File: src/rtl/mips_pkg.sv
`default_nettype none
// ============================================================================
// Module   : mips_pkg
// Brief    : Shared MEM-stage types: FSM states, widths, MEM/WB vector.
// Revision : 1.0
// ============================================================================
package mips_pkg;

  localparam int DATA_W     = 32;
  localparam int REG_ADDR_W = 5;

  typedef enum logic {
    ST_IDLE = 1'b0,
    ST_WAIT = 1'b1
  } state_t;

  typedef struct packed {
    logic                  reg_write;
    logic                  mem2reg;
    logic [DATA_W-1:0]     read_data;
    logic [DATA_W-1:0]     alu;
    logic [REG_ADDR_W-1:0] write_reg;
  } memwb_t;

  localparam memwb_t MEMWB_BUBBLE = '0;

endpackage
`default_nettype wire

File: src/rtl/memwb_reg.sv
`default_nettype none
// ============================================================================
// Module   : memwb_reg
// Brief    : MEM/WB pipeline register; a bubble request loads the zero vector.
// Revision : 1.0
// ============================================================================
module memwb_reg
  import mips_pkg::*;
(
  input  logic   clk,
  input  logic   rst,
  input  logic   i_bubble,
  input  memwb_t i_d,
  output memwb_t o_q
);

  memwb_t r_q;

  always_ff @(posedge clk) begin
    if (rst || i_bubble) begin
      r_q <= MEMWB_BUBBLE;
    end else begin
      r_q <= i_d;
    end
  end

  assign o_q = r_q;

endmodule
`default_nettype wire

File: src/rtl/mem_stage.sv
`default_nettype none
// ============================================================================
// Module   : mem_stage
// Brief    : MIPS MEM stage: branch resolve, data-bus handshake with timeout,
//            alignment check and MEM/WB register.
// Revision : 1.0
// ============================================================================
module mem_stage
  import mips_pkg::*;
#(
  parameter int TIMEOUT_CYCLES = 16,
  parameter int CNT_W          = 5
) (
  input  logic                  clk,
  input  logic                  rst,
  input  logic                  Branch_in,
  input  logic                  MemRead_in,
  input  logic                  MemWrite_in,
  input  logic                  RegWrite_in,
  input  logic                  Mem2Reg_in,
  input  logic                  Zero_in,
  input  logic [DATA_W-1:0]     PC_in,
  input  logic [DATA_W-1:0]     ALU_in,
  input  logic [DATA_W-1:0]     Reg2_in,
  input  logic [REG_ADDR_W-1:0] WriteReg_in,
  input  logic                  MemReady_in,
  input  logic [DATA_W-1:0]     MemRData_in,
  output logic                  MemReq_out,
  output logic                  MemWe_out,
  output logic [DATA_W-1:0]     MemAddr_out,
  output logic [DATA_W-1:0]     MemWData_out,
  output logic                  Stall_out,
  output logic                  PCSrc_out,
  output logic [DATA_W-1:0]     BranchTarget_out,
  output logic                  RegWrite_out,
  output logic                  Mem2Reg_out,
  output logic [DATA_W-1:0]     ReadData_out,
  output logic [DATA_W-1:0]     ALU_out,
  output logic [REG_ADDR_W-1:0] WriteReg_out,
  output logic                  AlignErr_out,
  output logic                  BusErr_out
);

  localparam logic [CNT_W-1:0] c_timeout = CNT_W'(TIMEOUT_CYCLES);

  state_t           r_state, w_state_nxt;
  logic [CNT_W-1:0] r_cnt, w_cnt_nxt;
  logic             r_align_err, r_bus_err;
  logic             w_align_nxt, w_bus_nxt;
  logic             w_stall, w_bubble, w_take_rdata;
  logic             w_op, w_mis;
  memwb_t           w_memwb_d, w_memwb_q;

  assign w_op  = MemRead_in | MemWrite_in;
  assign w_mis = w_op & (ALU_in[1:0] != 2'b00);

  assign MemReq_out       = w_op & ~w_mis & ~rst;
  assign MemWe_out        = MemWrite_in;
  assign MemAddr_out      = ALU_in;
  assign MemWData_out     = Reg2_in;
  assign PCSrc_out        = Branch_in & Zero_in;
  assign BranchTarget_out = PC_in;
  assign Stall_out        = w_stall;

  always_ff @(posedge clk) begin
    if (rst) begin
      r_state     <= ST_IDLE;
      r_cnt       <= '0;
      r_align_err <= 1'b0;
      r_bus_err   <= 1'b0;
    end else begin
      r_state     <= w_state_nxt;
      r_cnt       <= w_cnt_nxt;
      r_align_err <= w_align_nxt;
      r_bus_err   <= w_bus_nxt;
    end
  end

  always_comb begin
    w_state_nxt  = r_state;
    w_cnt_nxt    = r_cnt;
    w_stall      = 1'b0;
    w_bubble     = 1'b1;
    w_take_rdata = 1'b0;
    w_align_nxt  = 1'b0;
    w_bus_nxt    = 1'b0;
    case (r_state)
      ST_IDLE: begin
        if (!w_op) begin
          w_bubble = 1'b0;
        end else if (w_mis) begin
          w_align_nxt = 1'b1;
        end else if (MemReady_in) begin
          w_bubble     = 1'b0;
          w_take_rdata = 1'b1;
        end else begin
          w_stall     = 1'b1;
          w_cnt_nxt   = CNT_W'(1);
          w_state_nxt = ST_WAIT;
        end
      end
      ST_WAIT: begin
        // Completion wins over a timeout landing in the same cycle.
        if (MemReady_in) begin
          w_bubble     = 1'b0;
          w_take_rdata = 1'b1;
          w_cnt_nxt    = '0;
          w_state_nxt  = ST_IDLE;
        end else if (r_cnt == c_timeout) begin
          w_bus_nxt   = 1'b1;
          w_cnt_nxt   = '0;
          w_state_nxt = ST_IDLE;
        end else begin
          w_stall   = 1'b1;
          w_cnt_nxt = r_cnt + 1'b1;
        end
      end
      default: begin
        w_state_nxt = ST_IDLE;
        w_cnt_nxt   = '0;
      end
    endcase
  end

  assign w_memwb_d = '{reg_write: RegWrite_in,
                       mem2reg:   Mem2Reg_in,
                       read_data: w_take_rdata ? MemRData_in : '0,
                       alu:       ALU_in,
                       write_reg: WriteReg_in};

  memwb_reg u_memwb_reg (
    .clk      (clk),
    .rst      (rst),
    .i_bubble (w_bubble),
    .i_d      (w_memwb_d),
    .o_q      (w_memwb_q)
  );

  assign RegWrite_out = w_memwb_q.reg_write;
  assign Mem2Reg_out  = w_memwb_q.mem2reg;
  assign ReadData_out = w_memwb_q.read_data;
  assign ALU_out      = w_memwb_q.alu;
  assign WriteReg_out = w_memwb_q.write_reg;
  assign AlignErr_out = r_align_err;
  assign BusErr_out   = r_bus_err;

endmodule
`default_nettype wire
File: config.mk
export PLATFORM = sky130hd
export DESIGN_NAME = mem_stage
export DESIGN_NICKNAME = d
export VERILOG_FILES = /design/src/rtl/mips_pkg.sv /design/src/rtl/memwb_reg.sv /design/src/rtl/mem_stage.sv
export SDC_FILE = /design/constraint.sdc
export NUM_CORES = 1
export LEC_CHECK = 0
export BUFFER_PORTS_ARGS = -buffer_cell sky130_fd_sc_hd__buf_4
export CORE_AREA = 2 2 122 124
export CTS_BUF_LIST = sky130_fd_sc_hd__clkbuf_4 sky130_fd_sc_hd__clkbuf_8
export DETAILED_ROUTE_END_ITERATION = 8
export DIE_AREA = 0 0 124 126
export GPL_ROUTABILITY_DRIVEN = 0
export MAX_ROUTING_LAYER = met4
export PLACE_DENSITY = 0.72
export REMOVE_ABC_BUFFERS = 1
export SYNTH_ARGS = -nofsm -noshare
export SYNTH_HDL_FRONTEND = slang
export SYNTH_HIERARCHICAL = 1
export SYNTH_SLANG_ARGS = --single-unit
File: constraint.sdc
create_clock -name clk -period 1.6 [get_ports clk]
set_clock_uncertainty 0.15 [all_clocks]
set_input_delay 0.32 -clock clk [delete_from_list [all_inputs] [get_ports clk]]
set_output_delay 0.32 -clock clk [all_outputs]
set_load 0.02 [all_outputs]
==> results.md, run 1 <==
- Status: finished, violations left
- Violated checks: negative setup slack
- Adder-cell share of the synthesized area: 0.00619
- Layout overhead on the synthesized area: 30.5%
- Startpoint types: flop
- Initial Utilization: 0.282
- Worst Tran Pin Value: 412 ps
- Total Die Area: 0.0156 mm²
- Slowest CP cell: dfxtp_2
- Antenna cells: 0
- Vias: 2,903
- Largest family of logic cells by synthesized area: simple AND/OR/NAND/NOR gates
- Total of fill cells in the finished design: 1,419
- Arr. time, crit path: 1360 ps
- Buffers on Ports: 186
- Final setup viols: 1
- Rows: 44
- Largest net degree at the start of global routing: 34
- Iteration-0 DRC Markers: 93
- Avg Vias per Cell: 4.54
- Post-DRT Antenna Nets: 0
- Critical Path RT: 1130 ps
- Cell area after synthesis: 0.00404 mm²
- H-Tree Depth: 3
- Hold Path Class: in2reg
- Hold Violations, Final: 0
- Overall power: 4400 µW
- Num CTS Buffers: 9
- Final Worst Setup Slack: -233 ps
- Post-Syn Instances: 347
- Minimum clock period: 1830 ps
- Synth top area share: 0.391
- CP peak stage delay: 340 ps
- Routed WL per cell: 22.5 µm
- Post-DP Area: 0.00494 mm²
- Fin crit share: 1.15
- Netlist cell types: 39
- Mux cell area share after synthesis: 0
- RSZ-0062 raised after global routing: yes
- Remaining Overflow, GRT: 0
- CTS max path bufs: 2
- Worst VDD drop: 0.450 mV
- Area leader, netlist: dfxtp_1
- Synth top cells by count: buf_4 (97), dfxtp_1 (79), nor3b_2 (70), and3b_1 (32), buf_6 (20)
- Post-synthesis xor/xnor area fraction: 0.00217
- Final core utilization: 0.368
- Crit path max fanout: 2
- Core ar.: 0.0143 mm²
- Crit. End Element: primary output
- CTS tree: yes
- Fmax: 0.546 GHz
- Global router's overall resource usage: 0.182
- Post-Layout Inst Area: 0.00527 mm²
- Die height: 126 µm
- Layout cell share with drive strength beyond 1: 0.708
- Clock transition at the registers of the reported paths: 80 ps
- Ports: 315
- First-pass GRT wire length: 19,200 µm
- Die Wd: 124 µm
- P per Cell Area: 835 mW/mm²
- Avg Cell Area, Syn: 11.6 µm²
- Router iterations before antenna repair: 6
- Synth Flop Type: dfxtp_1
- Pleak: 0.00237 µW
- Ranking of synthesized cells by area: dfxtp_1 (39%), nor3b_2 (22%), buf_4 (18%), and3b_1 (6.9%), buf_6 (5.6%)
- Hold_buf cts: 0
- Root Buffer: clkbuf_8
- Fin. max-slew vios: 0
- Fraction of registers with async set/reset: 0
- Skew-Pair Late Insertion Delay: 360 ps
- Post-synth EDFFs: 0
- Vias in the first global route: 2,898
- Final HPWL DP: 10,800 µm
- Initial antenna violation count: 0
- Drt drc: 0
- Simple-gate share of the synthesized area: 0.320
- CTS sink count: 79
- Critical path type: reg2out
- Complex-gate fraction of the synthesized area: 0.0347
- Count leader, synth: buf_4
- DRT Wirelength: 14,400 µm
- Max transition margin: 0.726
- Fin nets: 594
- Max-Cap Viols: 0
- Sequential fraction of the synthesis area: 0.391
- Number of synthesized register bits: 79
- Yosys synthesis warning count: 6
- Worst-path cell chain: inv_2 > ha_4 > nand2_4 > nor3_4 > a211oi_2 > buf_4
-- flip-flops by register name, summed over array words and instances, names as in the netlist --
register,cells
r_cnt,5
r_state,1
BusErr_out,1
AlignErr_out,1
u_memwb_reg/o_q,71
-- power breakdown --
part,internal [µW],switching [µW],leakage (µW)
Sequential,2020,17.1,0.000643
Combinational,404,407,0.00162
Clock,815,741,0.000104
-- worst paths after layout --
| kind | start | end | slack [ps] | cells after the start |
|---|---|---|---|---|
| worst min register to register | r_cnt[1] | r_cnt[1] | 470 | 3 |
| worst min-delay path | WriteReg_in[0] | u_memwb_reg/o_q[0] | 50 | 2 |
| worst max-delay path | r_cnt[1] | Stall_out | -230 | 6 |
| worst max register to register | r_state | u_memwb_reg/o_q[20] | 30 | 6 |
-- worst max-delay path, delay by kind of cell, from the launching register on --
kind | cells | cell delay (ps)
flops | 1 | 340
fa+ha+maj | 1 | 160
compound gates | 1 | 170
buf+inv | 2 | 220
simple gates | 2 | 100
-- area by class of cell --
cell class | count | area, µm² | share of cell area
clock buffers | 13 | 160 | 0.0304
clock inverters | 3 | 42.5 | 0.00807
inverters | 4 | 17.5 | 0.00332
multi-input cells | 142 | 1560 | 0.296
flip-flops and latches | 79 | 1590 | 0.301
well taps | 184 | 230 | 0.0437
repair buffers | 214 | 1680 | 0.318
-- layer usage --
metal,wire [µm],global-route usage
met2,5820,0.233
met4,178,0.0601
met3,2810,0.164
met5,0,-
met1,5600,0.200
-- what timing repair did --
action / in CTS / in global routing
pin swaps: 3 / 4
gates resized for setup: 13 / 8
gates cloned: 0 / 1
buffers inserted: 2 / 1
setup endpoints to repair: 2 / 8
-- through the flow --
| stage | hold slack [ps] | setup TNS, ps | instances | worst slack [ps] |
|---|---|---|---|---|
| floorplan | 241 | -294640 | 225 | -4210 |
| global placement | 322 | -4140 | 620 | -83.5 |
| detailed placement | 361 | -5550 | 620 | -107 |
| CTS | 16.4 | -271 | 638 | -271 |
| global route | 26.0 | -1630 | 639 | -327 |
| finish | 46.3 | -233 | 639 | -233 |
-- cells in the final DEF, fill, tap and decap left out, drive strengths merged, types with 2 or more instances in the layout --
cell type,n
a21oi,3
inv,4
dfxtp,79
ha,2
nand2,2
o32ai,2
nand3,2
buf,213
nor3,2
nor3b,72
or2,3
and3b,32
o311ai,2
o31ai,2
nor2,4
clkbuf,14
-- cell families after synthesis --
family | after synthesis
AO/OA/AOI/OAI | 15
XOR/XNOR | 1
adder cells (fa/ha/maj) | 2
buffers and inverters | 126
flip-flops | 79
AND/OR/NAND/NOR | 124
Power figures use the tool's default switching activity.
==> inputs of run 2 (changes only) <==
Settings changed: PLACE_DENSITY 0.72 to default, SLEW_MARGIN from default to 20.
==> results.md, run 2 (synthesis results as in run 1) <==
- Min-Delay Startpoint: Mem2Reg_in
- Worst VDD drop: 0.451 mV
- DRT Wirelength: 14,600 µm
- Router iterations before antenna repair: 4
- Crit. End Element: primary output
- Fmax: 0.538 GHz
- CTS sink count: 79
- Status: finished, violations left
- Max-Cap Viols: 0
- Die height: 126 µm
- Worst Hold End: u_memwb_reg/o_q[69]
- Clock transition at the registers of the reported paths: 80 ps
- First-pass GRT wire length: 19,600 µm
- Root Buffer: clkbuf_8
- Pleak: 0.00238 µW
- Hold Violations, Final: 0
- Violated checks: negative setup slack
- R2R setup slack: 110 ps
- Final setup viols: 1
- Worst Tran Pin Value: 359 ps
- Buffers on Ports: 186
- Max transition margin: 0.757
- Post-DRT Antenna Nets: 0
- Post-Place Worst Slack: -99.4 ps
- Final HPWL DP: 11,000 µm
- Global router's overall resource usage: 0.185
- Hold Path Stages: 2
- Vias in the first global route: 2,907
- Arr. time, crit path: 1390 ps
- Hold_buf cts: 0
- Max FFs per register: 71
- Largest net degree at the start of global routing: 48
- Initial Utilization: 0.282
- Most common cell after layout, fill and taps aside: buf_4
- Skew-Pair Late Insertion Delay: 360 ps
- Layout overhead on the synthesized area: 30.8%
- Critical Path RT: 1130 ps
- Avg Vias per Cell: 4.54
- Fin nets: 592
- Drt drc: 0
- Placed Cells incl. Taps: 616
- Core ar.: 0.0143 mm²
- Num CTS Buffers: 9
- Commonest cells after routing, fill and taps aside: buf_4 (202), dfxtp_1 (76), nor3b_2 (70)
- Routed WL per cell: 23.0 µm
- Hold Path Class: in2reg
- Die Wd: 124 µm
- Vias: 2,887
- Fin. max-slew vios: 0
- Rows: 44
- Post-DP Area: 0.00492 mm²
- Remaining Overflow, GRT: 0
- Critical path type: reg2out
- CTS tree: yes
- R2R cell count: 7
- Crit path max fanout: 2
- Layout cell share with drive strength beyond 1: 0.699
- H-Tree Depth: 3
- Antenna cells: 0
- Iteration-0 DRC Markers: 72
- Finished Layout Cells: 636
- Initial antenna violation count: 0
- Total Die Area: 0.0156 mm²
- Critical R2R Capture: u_memwb_reg/o_q[66]
- RSZ-0062 raised after global routing: yes
- Final core utilization: 0.369
- Minimum clock period: 1860 ps
- CTS max path bufs: 2
- Final Worst Setup Slack: -259 ps
- Post-Layout Inst Area: 0.00529 mm²
- P per Cell Area: 865 mW/mm²
- Fin crit share: 1.16
- Startpoint types: flop
- Ports: 315
- Source of the worst register-to-register timing path: r_state
run 2: cell count changes in the layout (fill, tap and decap cells not counted), moves of 2 or more:
cell      previous run  this run
buf_6                1         3
buf_4              208       202
buf_12               4         6
clkbuf_8            10        12
clkbuf_4             3         0
run 2: layer usage:
metal | up-vias | GRT usage | share of wire
met5 | - | - | 0
met4 | 0 | 0.0291 | 0.0062
met3 | 10 | 0.171 | 0.19
met2 | 254 | 0.238 | 0.40
met1 | 1346 | 0.214 | 0.41
li1 | 1277 | - | -
run 2: repair_timing:
item | in CTS | in global routing
gates cloned | 0 | 1
pin swaps | 2 | 2
setup endpoints to repair | 2 | 65
resized for setup | 9 | 9
endpoints found under the hold margin | 0 | 0
buffers inserted | 1 | 3
run 2: worst max-delay path by stage:
stage | startpoint | to | slack [ps] | cells past startpoint
2_1_floorplan | r_state | u_memwb_reg/o_q[66] | -4210 | 4
6_report | r_cnt[1] | Stall_out | -260 | 6
3_3_place_gp | ALU_in[1] | u_memwb_reg/o_q[66] | -90 | 7
4_1_cts | r_cnt[1] | Stall_out | -300 | 6
3_5_place_dp | ALU_in[1] | u_memwb_reg/o_q[66] | -100 | 7
5_1_grt | r_cnt[1] | Stall_out | -340 | 6
run 2: final cells by class:
cell class | instances | area (µm²)
Clock buffer | 12 | 165
Clock inverter | 3 | 65.1
Fill cell | 1465 | 9030
Inverter | 4 | 17.5
Multi-Input combinational cell | 142 | 1530
Sequential cell | 79 | 1590
Tap cell | 184 | 230
Timing Repair Buffer | 212 | 1700
run 2: power breakdown:
| part | switching, µW | internal [µW] |
|---|---|---|
| Combinational | 409 | 420 |
| Sequential | 16.1 | 2020 |
| Clock | 716 | 996 |
run 2: critical path, cell delays in order (launching register included):
cell	delay, ps
dfxtp_2	340
inv_2	50
ha_4	160
nand2_4	70
nor3_4	40
a211oi_2	190
buf_4	180
run 2: stage by stage:
stage	setup TNS (ps)	hold slack, ps	total power (µW)
floorplan	-294640	241	2330
global placement	-4780	333	2870
detailed placement	-5120	330	2880
CTS	-296	18.3	4620
global route	-378	30.3	4790
finish	-259	48.3	4570
==> inputs of run 3 (changes only) <==
Settings changed: BUFFER_PORTS_ARGS -buffer_cell sky130_fd_sc_hd__buf_4 to -buffer_cell sky130_fd_sc_hd__buf_2, CORE_AREA 2 2 122 124 to 2 2 124 126, DIE_AREA 0 0 124 126 to 0 0 126 128, SYNTH_HIERARCHICAL 1 to default.
==> results.md, run 3 <==
- Routed WL per cell: 22.7 µm
- Post-Layout Inst Area: 0.00469 mm²
- Die Wd: 126 µm
- Fin. max-slew vios: 0
- Initial antenna violation count: 0
- Clock transition at the registers of the reported paths: 80 ps
- Ranking of synthesized cells by area: dfxtp_1 (50%), buf_4 (23%), and2_1 (11%), and2_2 (4.0%), o311ai_0 (1.1%)
- Synth top area share: 0.502
- H-Tree Depth: 3
- Post-DRT Antenna Nets: 0
- Fraction of registers with async set/reset: 0
- Pleak: 0.00232 µW
- CTS max path bufs: 2
- Largest net degree at the start of global routing: 33
- Skew-Pair Late Insertion Delay: 360 ps
- Crit path max fanout: 2
- Area leader, netlist: dfxtp_1
- Fin nets: 607
- Router iterations before antenna repair: 4
- Drt drc: 0
- Violated checks: negative setup slack
- Max transition margin: 0.770
- DRT Wirelength: 14,900 µm
- Finished Layout Cells: 656
- Overall power: 4400 µW
- Layout cell share with drive strength beyond 1: 0.594
- Most common cell after layout, fill and taps aside: buf_2
- Synth Flop Type: dfxtp_1
- Max FFs per register: 71
- Sequential fraction of the synthesis area: 0.502
- Buffers on Ports: 186
- Global router's overall resource usage: 0.184
- Crit. End Element: primary output
- Max-Cap Viols: 0
- Critical Path RT: 1130 ps
- Remaining Overflow, GRT: 0
- Netlist cell types: 30
- Worst Tran Pin Value: 340 ps
- Total Die Area: 0.0161 mm²
- Avg Vias per Cell: 3.90
- Vias: 2,559
- Post-synth EDFFs: 0
- Core ar.: 0.0149 mm²
- CTS sink count: 79
- Antenna cells: 0
- RSZ-0062 raised after global routing: yes
- Commonest cells after routing, fill and taps aside: buf_2 (178), dfxtp_1 (76), dlygate4sd3_1 (44)
- CTS tree: yes
- Minimum clock period: 1800 ps
- Cell area after synthesis: 0.00315 mm²
- P per Cell Area: 939 mW/mm²
- Num CTS Buffers: 9
- Arr. time, crit path: 1330 ps
- Count leader, synth: buf_4
- Number of synthesized register bits: 79
- Synth top cells by count: buf_4 (97), dfxtp_1 (79), and2_1 (55), and2_2 (17), clkbuf_2 (5)
- Final Worst Setup Slack: -197 ps
- Vias in the first global route: 2,587
- Post-Place Worst Slack: -179 ps
- Final HPWL DP: 11,900 µm
- Worst VDD drop: 0.463 mV
- Fin crit share: 1.12
- Final setup viols: 17
- Post-Syn Instances: 302
- Status: finished, violations left
- Fmax: 0.557 GHz
- Avg Cell Area, Syn: 10.4 µm²
- Root Buffer: clkbuf_8
- First-pass GRT wire length: 19,600 µm
- Startpoint types: flop
- Layout overhead on the synthesized area: 48.6%
- Placed Cells incl. Taps: 584
- Die height: 128 µm
- Iteration-0 DRC Markers: 35
- Critical path type: reg2out
- Hold Path Class: in2reg
- Hold Violations, Final: 0
- Initial Utilization: 0.212
- Yosys synthesis warning count: 0
- Post-DP Area: 0.00368 mm²
- Ports: 315
- Rows: 45
==> run 3: cell types whose count changed after synthesis, moves of 3 or more <==
cell,previous run,this run
buf_6,20,2
o311ai_0,0,4
and2_1,1,55
a31oi_1,0,3
nor3b_2,70,0
and3b_1,32,0
clkbuf_2,1,5
and2_2,0,17
clkbuf_1,3,0
==> run 3: logic make-up (layout without fill, tap and decap cells) <==
group / count (synthesis) / after routing / share of synthesized area
AND/OR/NAND/NOR: 96 / 96 / 0.194
adder cells (fa/ha/maj): 2 / 2 / 0.00794
AO/OA/AOI/OAI: 15 / 15 / 0.0425
flip-flops: 79 / 79 / 0.502
buffers and inverters: 110 / 276 / 0.254
==> run 3: worst paths after layout <==
check	cells past startpoint	start	end	slack, ps
setup / recovery	6	r_cnt[1]	Stall_out	-200
hold / removal	2	ALU_in[9]	u_memwb_reg.o_q[14]	30
setup reg to reg	6	r_cnt[1]	r_cnt[3]	-50
hold reg to reg	2	r_cnt[4]	r_cnt[4]	390
==> run 3: layout make-up <==
cell class	count	area, µm²
fillers	1532	10200
repair buffers	256	1720
flip-flops and latches	79	1590
multi-input cells	113	901
well taps	188	235
clock buffers	11	145
clock inverters	5	81.3
inverters	4	15.0
==> run 3: timing repair <==
item | in CTS | in global routing
hold buffers | 44 | 0
cloned | 2 | 2
setup buffers | 11 | 2
pin swaps | 21 | 27
hold endpoints to repair | 44 | 0
gates resized for setup | 35 | 41
endpoints found under the setup margin | 39 | 51
==> run 3: worst max-delay path: stages, from the launching register on <==
cell and delay, ps:
dfxtp_2 330, inv_2 60, ha_4 120, nand4bb_1 150
nand2_2 110, nand2_2 60, buf_6 130
==> run 3: per-stage QoR <==
stage	setup TNS [ps]	util	hold WS [ps]
final	-616	0.315	30.3
after global routing	-2740	0.315	-0.574
after CTS	-743	0.306	1.30
after detailed placement	-8310	0.247	373
after global placement	-7100	0.247	366
after floorplan	-24790	-	239
==> run 3: layer usage <==
layer / vias up / global-route usage / wire (µm) / part of all wire
li1: 1174 / - / - / -
met1: 1138 / 0.117 / 3570 / 0.24
met2: 236 / 0.296 / 7210 / 0.48
met3: 11 / 0.232 / 3980 / 0.27
met4: 0 / 0.0485 / 148 / 0.0099
met5: - / - / 0 / 0
==> run 3: power by group <==
part           switching [µW]  leakage (µW)  internal, µW  total (µW)
registers                15.6      0.000644          2030        2040
clock network             745      0.000113           939        1680
logic                     328       0.00156           344         672
